[src/rtl/kf_pkg.sv]
// kf_pkg -- shared definitions for the host loader slice.
//   KF_W, KF_ADDRW : default data word and register-file address widths.
//   hl_state_t     : host_loader FSM state encoding (LOAD, ARM, BUSY).
//   cnt_width()    : bits needed to hold a count in the range 0..n.
package kf_pkg;

  localparam int KF_W     = 24;
  localparam int KF_ADDRW = 5;

  typedef enum logic [1:0] {
    ST_LOAD = 2'd0,
    ST_ARM  = 2'd1,
    ST_BUSY = 2'd2
  } hl_state_t;

  function automatic int cnt_width(input int n);
    return $clog2(n + 1);
  endfunction

endpackage

[src/rtl/hl_fifo.sv]
// hl_fifo -- small synchronous FIFO buffering host words for host_loader.
// Ports:
//   clk, rst_n : clock (rising edge), asynchronous active-low reset
//   push/wdata : write request and word; ignored when the FIFO is full
//   pop        : read request; ignored when the FIFO is empty
//   rdata      : word at the head of the FIFO (combinational from storage)
//   empty      : no words stored
//   count      : registered number of stored words, 0..DEPTH
// Storage itself is not reset; only pointers and count are.
module hl_fifo
  import kf_pkg::*;
#(
  parameter int WIDTH = KF_W + KF_ADDRW,
  parameter int DEPTH = 4
) (
  input  logic                        clk,
  input  logic                        rst_n,
  input  logic                        push,
  input  logic [WIDTH-1:0]            wdata,
  input  logic                        pop,
  output logic [WIDTH-1:0]            rdata,
  output logic                        empty,
  output logic [cnt_width(DEPTH)-1:0] count
);

  localparam int PW = (DEPTH > 1) ? $clog2(DEPTH) : 1;
  localparam int CW = cnt_width(DEPTH);

  logic [WIDTH-1:0] mem [DEPTH];
  logic [PW-1:0]    wr_ptr;
  logic [PW-1:0]    rd_ptr;
  logic             full;
  logic             do_push;
  logic             do_pop;

  // Explicit wrap keeps the pointers correct even if DEPTH is not a power of two.
  function automatic logic [PW-1:0] ptr_inc(input logic [PW-1:0] p);
    return (p == PW'(DEPTH - 1)) ? '0 : p + 1'b1;
  endfunction

  assign full    = (count == CW'(DEPTH));
  assign empty   = (count == '0);
  assign do_push = push && !full;
  assign do_pop  = pop && !empty;
  assign rdata   = mem[rd_ptr];

  always_ff @(posedge clk) begin
    if (do_push) begin
      mem[wr_ptr] <= wdata;
    end
  end

  always_ff @(posedge clk or negedge rst_n) begin
    if (!rst_n) begin
      wr_ptr <= '0;
      rd_ptr <= '0;
      count  <= '0;
    end else begin
      if (do_push) begin
        wr_ptr <= ptr_inc(wr_ptr);
      end
      if (do_pop) begin
        rd_ptr <= ptr_inc(rd_ptr);
      end
      // Simultaneous push and pop leaves the count unchanged.
      case ({do_push, do_pop})
        2'b10:   count <= count + 1'b1;
        2'b01:   count <= count - 1'b1;
        default: count <= count;
      endcase
    end
  end

endmodule

[src/rtl/host_loader.sv]
// host_loader -- feeds host measurement words into the filter core's router A
// and kicks off one filter iteration every LOAD_CNT words.
// Ports:
//   clk, rst_n           : clock (rising edge), asynchronous active-low reset
//   host_valid/host_data/host_addr : host word offer (accepted when host_ready)
//   host_ready           : FIFO has room (from registered count only)
//   DATA_IN, DIR         : popped word and register address, held between writes
//   WRITE                : one-cycle write strobe, the cycle after a pop
//   READY                : core can take a write this cycle
//   DONE                 : core finished the current iteration (honoured in BUSY)
//   START                : one-cycle iteration-start pulse
// Flow: LOAD pops words while READY; the LOAD_CNT-th pop moves to ARM, ARM
// emits START and enters BUSY, DONE in BUSY returns to LOAD. Host pushes are
// accepted in every state so the next iteration's words can be prefetched.
module host_loader
  import kf_pkg::*;
#(
  parameter int W        = KF_W,
  parameter int ADDRW    = KF_ADDRW,
  parameter int DEPTH    = 4,
  parameter int LOAD_CNT = 3
) (
  input  logic             clk,
  input  logic             rst_n,
  input  logic             host_valid,
  input  logic [W-1:0]     host_data,
  input  logic [ADDRW-1:0] host_addr,
  output logic             host_ready,
  output logic [W-1:0]     DATA_IN,
  output logic [ADDRW-1:0] DIR,
  output logic             WRITE,
  input  logic             READY,
  input  logic             DONE,
  output logic             START
);

  localparam int FW = W + ADDRW;
  localparam int CW = cnt_width(DEPTH);
  // LOAD_CNT may equal 2^ADDRW, so the issue counter needs one extra bit.
  localparam int IW = ADDRW + 1;
  localparam logic [IW-1:0] LAST_ISSUE = IW'(LOAD_CNT);

  logic            push;
  logic [FW-1:0]   fifo_rdata;
  logic            fifo_empty;
  logic [CW-1:0]   fifo_count;

  hl_state_t       state;
  hl_state_t       state_next;
  logic [IW-1:0]   issue_cnt;
  logic [IW-1:0]   issue_next;
  logic            pop_p0;
  logic            start_p0;

  assign host_ready = (fifo_count < CW'(DEPTH));
  assign push       = host_valid && host_ready;

  hl_fifo #(
    .WIDTH (FW),
    .DEPTH (DEPTH)
  ) u_fifo (
    .clk   (clk),
    .rst_n (rst_n),
    .push  (push),
    .wdata ({host_addr, host_data}),
    .pop   (pop_p0),
    .rdata (fifo_rdata),
    .empty (fifo_empty),
    .count (fifo_count)
  );

  // Stage p0: pop decision and next-state logic from registered state.
  always_comb begin
    state_next = state;
    issue_next = issue_cnt;
    pop_p0     = 1'b0;
    start_p0   = 1'b0;
    case (state)
      ST_LOAD: begin
        if (!fifo_empty && READY) begin
          pop_p0     = 1'b1;
          issue_next = issue_cnt + 1'b1;
          if (issue_cnt + 1'b1 == LAST_ISSUE) begin
            state_next = ST_ARM;
          end
        end
      end
      ST_ARM: begin
        start_p0   = 1'b1;
        state_next = ST_BUSY;
      end
      ST_BUSY: begin
        if (DONE) begin
          state_next = ST_LOAD;
          issue_next = '0;
        end
      end
      default: begin
        state_next = ST_LOAD;
        issue_next = '0;
      end
    endcase
  end

  always_ff @(posedge clk or negedge rst_n) begin
    if (!rst_n) begin
      state     <= ST_LOAD;
      issue_cnt <= '0;
    end else begin
      state     <= state_next;
      issue_cnt <= issue_next;
    end
  end

  // Stage p1: registered outputs; DATA_IN/DIR only change on a pop.
  always_ff @(posedge clk or negedge rst_n) begin
    if (!rst_n) begin
      WRITE   <= 1'b0;
      START   <= 1'b0;
      DATA_IN <= '0;
      DIR     <= '0;
    end else begin
      WRITE <= pop_p0;
      START <= start_p0;
      if (pop_p0) begin
        DATA_IN <= fifo_rdata[W-1:0];
        DIR     <= fifo_rdata[FW-1:W];
      end
    end
  end

endmodule

[config.mk]
export PLATFORM = sky130hd
export DESIGN_NAME = host_loader
export DESIGN_NICKNAME = d
export VERILOG_FILES = /design/src/rtl/kf_pkg.sv /design/src/rtl/hl_fifo.sv /design/src/rtl/host_loader.sv
export SDC_FILE = /design/constraint.sdc
export NUM_CORES = 1
export LEC_CHECK = 0
export ABC_AREA = 1
export BUFFER_PORTS_ARGS = -buffer_cell sky130_fd_sc_hd__clkbuf_2
export CORE_MARGIN = 2
export CORE_UTILIZATION = 40
export DETAILED_ROUTE_END_ITERATION = 8
export GPL_TIMING_DRIVEN = 0
export SLEW_MARGIN = 20
export SYNTH_ARGS = -nofsm -noshare
export SYNTH_HDL_FRONTEND = slang
export SYNTH_SLANG_ARGS = --single-unit
[constraint.sdc]
create_clock -name clk -period 2.7 [get_ports clk]
set_input_delay 0 -clock clk [delete_from_list [all_inputs] [get_ports clk]]
set_output_delay 0 -clock clk [all_outputs]
set_load 0.05 [all_outputs]
==> results of run 1 <==
[metal layers]
| layer | GRT usage [%] | vias to the layer above | routed length, um |
|---|---|---|---|
| met5 | 0 | - | 0 |
| met2 | 30.09 | 95 | 6886 |
| li1 | - | 2076 | - |
| met1 | 20.76 | 2003 | 5989 |
| met3 | 4.194 | 17 | 594 |
| met4 | 7.697 | 0 | 214 |
[critical path, cell delays in order (launching register included)]
cell	delay [ns]
dfrtp_1	0.39
inv_1	0.07
nand2_2	0.08
nor2_2	0.13
nand2_4	0.13
inv_4	0.17
buf_6	0.16
ha_1	0.15
inv_1	0.07
fa_1	0.38
a21oi_1	0.15
o21ai_0	0.11
xor2_1	0.15
[cells in the final DEF, fill, tap and decap left out, types with 17 or more instances in the layout]
cell type,netlist,routed
dfrtp_1,46,46
inv_1,19,19
dlygate4sd3_1,0,30
edfxtp_1,116,116
o21ai_0,59,59
o21ai_1,37,37
nor2_1,98,94
clkbuf_2,3,67
nand2_1,106,106
clkbuf_16,0,17
[cells in the mapped netlist]
cell type / n
nor2_2: 1
inv_4: 2
edfxtp_1: 116
dfrtp_1: 46
nand2_1: 106
xor2_1: 2
inv_2: 3
fa_1: 1
xnor2_1: 1
o21ai_1: 37
buf_6: 9
ha_1: 8
o21ai_0: 59
inv_1: 19
and2_1: 1
clkbuf_2: 3
clkbuf_1: 4
nor2_1: 98
nand2_2: 1
nand2_4: 1
nand4_1: 1
buf_2: 6
buf_4: 3
a21oi_1: 5
nand3_1: 9
[power by group]
group / internal [mW] / switching (mW) / total (mW) / leakage [nW]
clock: 1.46 / 0.912 / 2.38 / 0.282
combinational: 1.07 / 2.59 / 3.66 / 1.35
sequential: 3.26 / 0.238 / 3.50 / 1.63
[worst min path at each step]
stage / cells after the start / endpoint / startpoint / slack, ns
after CTS: 5 / issue_cnt[3]$_DFFE_PN0P_ / READY / 0.06
after floorplan: 0 / DATA_IN[0]$_DFFE_PN0N_ / rst_n / -0.30
after global placement: 1 / u_fifo.mem[3][12]$_DFFE_PP_ / host_data[12] / 0.21
final: 5 / issue_cnt[3]$_DFFE_PN0P_ / READY / 0.08
after global routing: 5 / issue_cnt[3]$_DFFE_PN0P_ / READY / 0.14
after detailed placement: 1 / DATA_IN[16]$_DFFE_PN0N_ / rst_n / 0.12
[state kept, by name, indices dropped and copies added (netlist names)]
name and count:
issue_cnt 6, u_fifo.count 3, DATA_IN 24, u_fifo.rd_ptr 2
state 2, u_fifo.mem 116, u_fifo.wr_ptr 2, WRITE 1
START 1, DIR 5
[cell type report]
cell class | count | area, um^2
Fill cell | 1418 | 7732
Sequential cell | 162 | 4634
Multi-Input combinational cell | 331 | 1529
Timing Repair Buffer | 99 | 738.2
Clock buffer | 20 | 446.7
Tap cell | 216 | 270.3
Buffer | 25 | 183.9
Clock inverter | 12 | 140.1
Inverter | 24 | 95.09
[through the flow]
stage / setup TNS, ns / hold slack, ns / cells
4_1_cts: 0 / 0.06069 / 889
6_report: 0 / 0.07537 / 889
3_3_place_gp: -80.66 / 0.2140 / 823
3_5_place_dp: 0 / 0.1165 / 827
5_1_grt: 0 / 0.1381 / 889
2_1_floorplan: 0 / -0.2956 / 542
[logic make-up after synthesis]
group	synth area share [%]
AOI/OAI and AO/OA	7.883
and+or+nand+nor	13.21
xor gates and xnor gates	0.4098
DFF	72.27
adders and majority gates	1.873
buffers and inverters	4.351
==> summary.md, run 1 <==
| Metric | Value |
|---|---|
| Max-Cap Viols | 0 |
| Die Ht | 130.6 um |
| Critical Path RT | 3.00 ns |
| Top Ports | 66 |
| Mean Syn Cell Area | 11.83 um^2 |
| Final ANT Viol Nets | 0 |
| Total power | 9.537 mW |
| Critical path endpoint category | register |
| Cell Area, Placed | 7151 um^2 |
| Antenna Cells | 0 |
| P_leak | 3.254 nW |
| Synth area leaders | edfxtp_1 (54%), dfrtp_1 (18%), nand2_1 (6.2%), nor2_1 (5.7%), o21ai_0 (4.6%) |
| H-tree depth | 4 |
| Rows | 46 |
| Final Util | 50.97% |
| CP startpoint kind | register |
| Synth cell types | 25 |
| Clk sinks | 162 |
| Reg2reg start | state[1]$_DFFE_PN0P_ |
| RSZ-0062 raised after global routing | no |
| CTS root buf | clkbuf_16 |
| CTS tree | done |
| Place WS | 0.4634 ns |
| Die area | 17060 um^2 |
| Crit Path Class | register to register |
| Routed WL per cell | 15.39 um |
| Reg2reg path depth | 12 |
| Post-synthesis cell count | 542 |
| Nets | 703 |
| Final WL | 13680 um |
| Share of cells above drive strength 1 | 19.17% |
| Vias after detailed routing | 4191 |
| Global-route wire length before repair | 21820 um |
| Final instance area | 8038 um^2 |
| Clock skew | 0.005380 ns |
| Pin count of the biggest net entering global routing | 47 |
| Die Wd | 130.6 um |
| Slew headroom | 53.93% |
| YS warnings | 0 |
| Final Hold Fails | 0 |
| Layout area overhead | 25.35% |
| Final Wtd Congestion | 0.7855 |
| Status | complete, no violations |
| Sequential cell area fraction in the yosys report | 72.27% |
| Initial antenna violation count | 0 |
| Dominant cell type by area after synthesis | edfxtp_1 |
| Post-CTS Repair Setup Buffers | 0 |
| R2r endpoint | u_fifo.count[2]$_DFFE_PN0P_ |
| Top-area cell type share of the netlist area | 54.32% |
| Drc violations | 0 |
| CP startpoint | state[1]$_DFFE_PN0P_ |
| Pins Over Slew Limit | 0 |
| Tmin final | 2.249 ns |
| Yosys reg bits | 162 |
| Detailed Routing Iterations Pass 1 | 4 |
| Hold_buf cts | 30 |
| Clk buf depth | 2 |
| Setup WS post-layout | 0.4514 ns |
| # resized after CTS | 0 |
| Clock latency on the worst-skew pair | 0.42 ns |
| Flop2flop setup slack | 0.45 ns |
| Fin crit share | 83.28% |
| I/O Buffers | 65 |
| Num CTS Buffers | 17 |
| Max Fanout on Critical Path | 10 |
| Grt total ovfl | 0 |
| DR iter-0 viols | 307 |
| PwrDens | 1186 nW/um^2 |
| Data arrival time of the critical path | 2.55 ns |
| Max frequency | 444.7 MHz |
| Syn nets | 585 |
| Final setup fails | 0 |
| Vias in the first global route | 4320 |
| Hold Crit Class | primary input to register |
| GRT Overall Usage | 17.40% |
| Worst-Margin Slew | 0.6911 ns |
| Final HPWL DP | 8602 um |
| Crit path to | u_fifo.count[2]$_DFFE_PN0P_ |
| Worst-path clk slew | 0.06 ns |
| Core box area | 15770 um^2 |
| VDD IR max | 0.6661 mV |
| Initial Utilization | 40.66% |
| Synthesized area | 6412 um^2 |
| Vias per std cell | 4.714 |
(Power assumes the default switching activity.)
==> inputs of run 2 (changes only) <==
==> constraint.sdc (replaced) <==
create_clock -name clk -period 2.3 [get_ports clk]
set_input_delay 0 -clock clk [delete_from_list [all_inputs] [get_ports clk]]
set_output_delay 0 -clock clk [all_outputs]
set_load 0.05 [all_outputs]
==> summary.md, run 2 (synthesis results as in run 1) <==
| Metric | Value |
|---|---|
| I/O Buffers | 65 |
| Final WL | 13630 um |
| RSZ-0062 raised after global routing | no |
| Worst-Margin Slew | 0.6863 ns |
| Clk sinks | 162 |
| Clock skew | 0.006761 ns |
| Die Ht | 130.6 um |
| Critical path endpoint category | register |
| Layout area overhead | 25.81% |
| Top Ports | 66 |
| Tmin final | 2.108 ns |
| CTS tree | done |
| Num CTS Buffers | 17 |
| Routed WL per cell | 15.29 um |
| Worst Hold Path EP | issue_cnt[5]$_DFFE_PN0P_ |
| Reg2reg start | state[1]$_DFFE_PN0P_ |
| Critical Path RT | 2.60 ns |
| Flop2flop setup slack | 0.19 ns |
| VDD IR max | 0.7825 mV |
| H-tree depth | 4 |
| Hold Crit Class | primary input to register |
| CP startpoint kind | register |
| Max Fanout on Critical Path | 10 |
| Crit Path Class | register to register |
| Vias after detailed routing | 4189 |
| Non-Filler Instances | 891 |
| Pins Over Slew Limit | 0 |
| P_leak | 3.266 nW |
| Initial Utilization | 40.66% |
| Data arrival time of the critical path | 2.41 ns |
| Die area | 17060 um^2 |
| Nets | 705 |
| Max-Cap Viols | 0 |
| DR iter-0 viols | 376 |
| Die Wd | 130.6 um |
| Fin Setup TNS | 0 ns |
| Most common cell after layout, fill and taps aside | edfxtp_1 |
| Share of cells above drive strength 1 | 19.41% |
| Rows | 46 |
| Worst-path clk slew | 0.06 ns |
| PwrDens | 1393 nW/um^2 |
| Reg2reg path depth | 12 |
| Clock latency on the worst-skew pair | 0.42 ns |
| Final ANT Viol Nets | 0 |
| Max frequency | 474.5 MHz |
| Fin crit share | 91.63% |
| Hold depth | 4 |
| Largest regs | u_fifo.mem (116), DATA_IN (24), issue_cnt (6) |
| Status | complete, no violations |
| Final setup fails | 0 |
| Vias per std cell | 4.701 |
| GRT Overall Usage | 17.40% |
| Core box area | 15770 um^2 |
| Hold slack | 0.1128 ns |
| Global-route wire length before repair | 21820 um |
| Final Hold Fails | 0 |
| Initial antenna violation count | 0 |
| Inst Count DP | 827 |
| Most frequent cells in the layout | edfxtp_1 (116), nand2_1 (106), nor2_1 (94) |
| Vias in the first global route | 4320 |
| R2r endpoint | u_fifo.count[2]$_DFFE_PN0P_ |
| Max FFs per register | 116 |
| Largest Register | u_fifo.mem |
| Pin count of the biggest net entering global routing | 47 |
| CTS root buf | clkbuf_16 |
| Detailed Routing Iterations Pass 1 | 4 |
| Final HPWL DP | 8602 um |
| Drc violations | 0 |
| Antenna Cells | 0 |
| HP Start | DONE |
| Slew headroom | 54.24% |
| Grt total ovfl | 0 |
| Final Wtd Congestion | 0.7855 |
| Clk buf depth | 2 |
run 2: worst max-delay path by stage:
| stage | cells after the start | to | startpoint |
|---|---|---|---|
| 6_report | 12 | u_fifo.count[2]$_DFFE_PN0P_ | state[1]$_DFFE_PN0P_ |
| 3_5_place_dp | 12 | u_fifo.count[2]$_DFFE_PN0P_ | state[1]$_DFFE_PN0P_ |
| 3_3_place_gp | 3 | u_fifo.mem[0][26]$_DFFE_PP_ | u_fifo.count[2]$_DFFE_PN0P_ |
| 5_1_grt | 12 | u_fifo.count[2]$_DFFE_PN0P_ | state[1]$_DFFE_PN0P_ |
| 4_1_cts | 12 | u_fifo.count[2]$_DFFE_PN0P_ | state[1]$_DFFE_PN0P_ |
| 2_1_floorplan | 3 | u_fifo.mem[0][0]$_DFFE_PP_ | u_fifo.count[2]$_DFFE_PN0P_ |
run 2: stage by stage:
| step | power, mW | worst slack (ns) | instance area (um^2) | util [%] |
|---|---|---|---|---|
| finish | 11.24 | 0.1925 | 8068 | 51.16 |
| global placement | 8.227 | -1.224 | 7008 | 44.44 |
| CTS | 11.30 | 0.05046 | 8038 | 50.97 |
| global route | 11.92 | 0.005644 | 8068 | 51.16 |
| detailed placement | 8.453 | 0.06343 | 7151 | 45.34 |
| floorplan | 7.164 | -0.1895 | 6412 | - |
run 2: metal layers:
layer  global-route usage, %  vias up  part of all wire, %  wire length, um
met2                   30.09      101                   50             6844
met1                   20.76     1987                   43             5906
met3                   4.194       19                  4.7              638
met4                   7.697        0                  1.7              238
li1                        -     2082                    -                -
met5                       0        -                    0                0
run 2: critical path: stages, from the launching register on:
cell	delay [ns]
dfrtp_1	0.39
inv_1	0.07
nand2_2	0.09
nor2_4	0.11
nand2_4	0.10
clkinv_8	0.09
buf_6	0.14
ha_1	0.15
inv_1	0.07
fa_1	0.38
a21oi_1	0.15
o21ai_0	0.11
xor2_1	0.15
run 2: area by class of cell:
type / instances / area, um^2
plain buffers: 25 / 183.9
multi-input cells: 331 / 1534
flip-flops and latches: 162 / 4634
inverters: 24 / 105.1
well taps: 216 / 270.3
clock buffers: 20 / 446.7
repair buffers: 101 / 753.2
fillers: 1415 / 7702
clock inverters: 12 / 140.1
run 2: power breakdown:
part           leakage, nW  internal [mW]  switching (mW)  total (mW)
sequential            1.63           3.83           0.280        4.11
clock                0.282           1.72            1.07        2.79
combinational         1.36           1.29            3.05        4.34
total                 3.27           6.83            4.40        11.2
run 2: what timing repair did:
| action | CTS | global route |
|---|---|---|
| setup buffers | 0 | 2 |
| setup endpoints to repair | 0 | 1 |
| gates resized for setup | 0 | 4 |
| hold buffers | 30 | 0 |
| hold endpoints to repair | 162 | 0 |
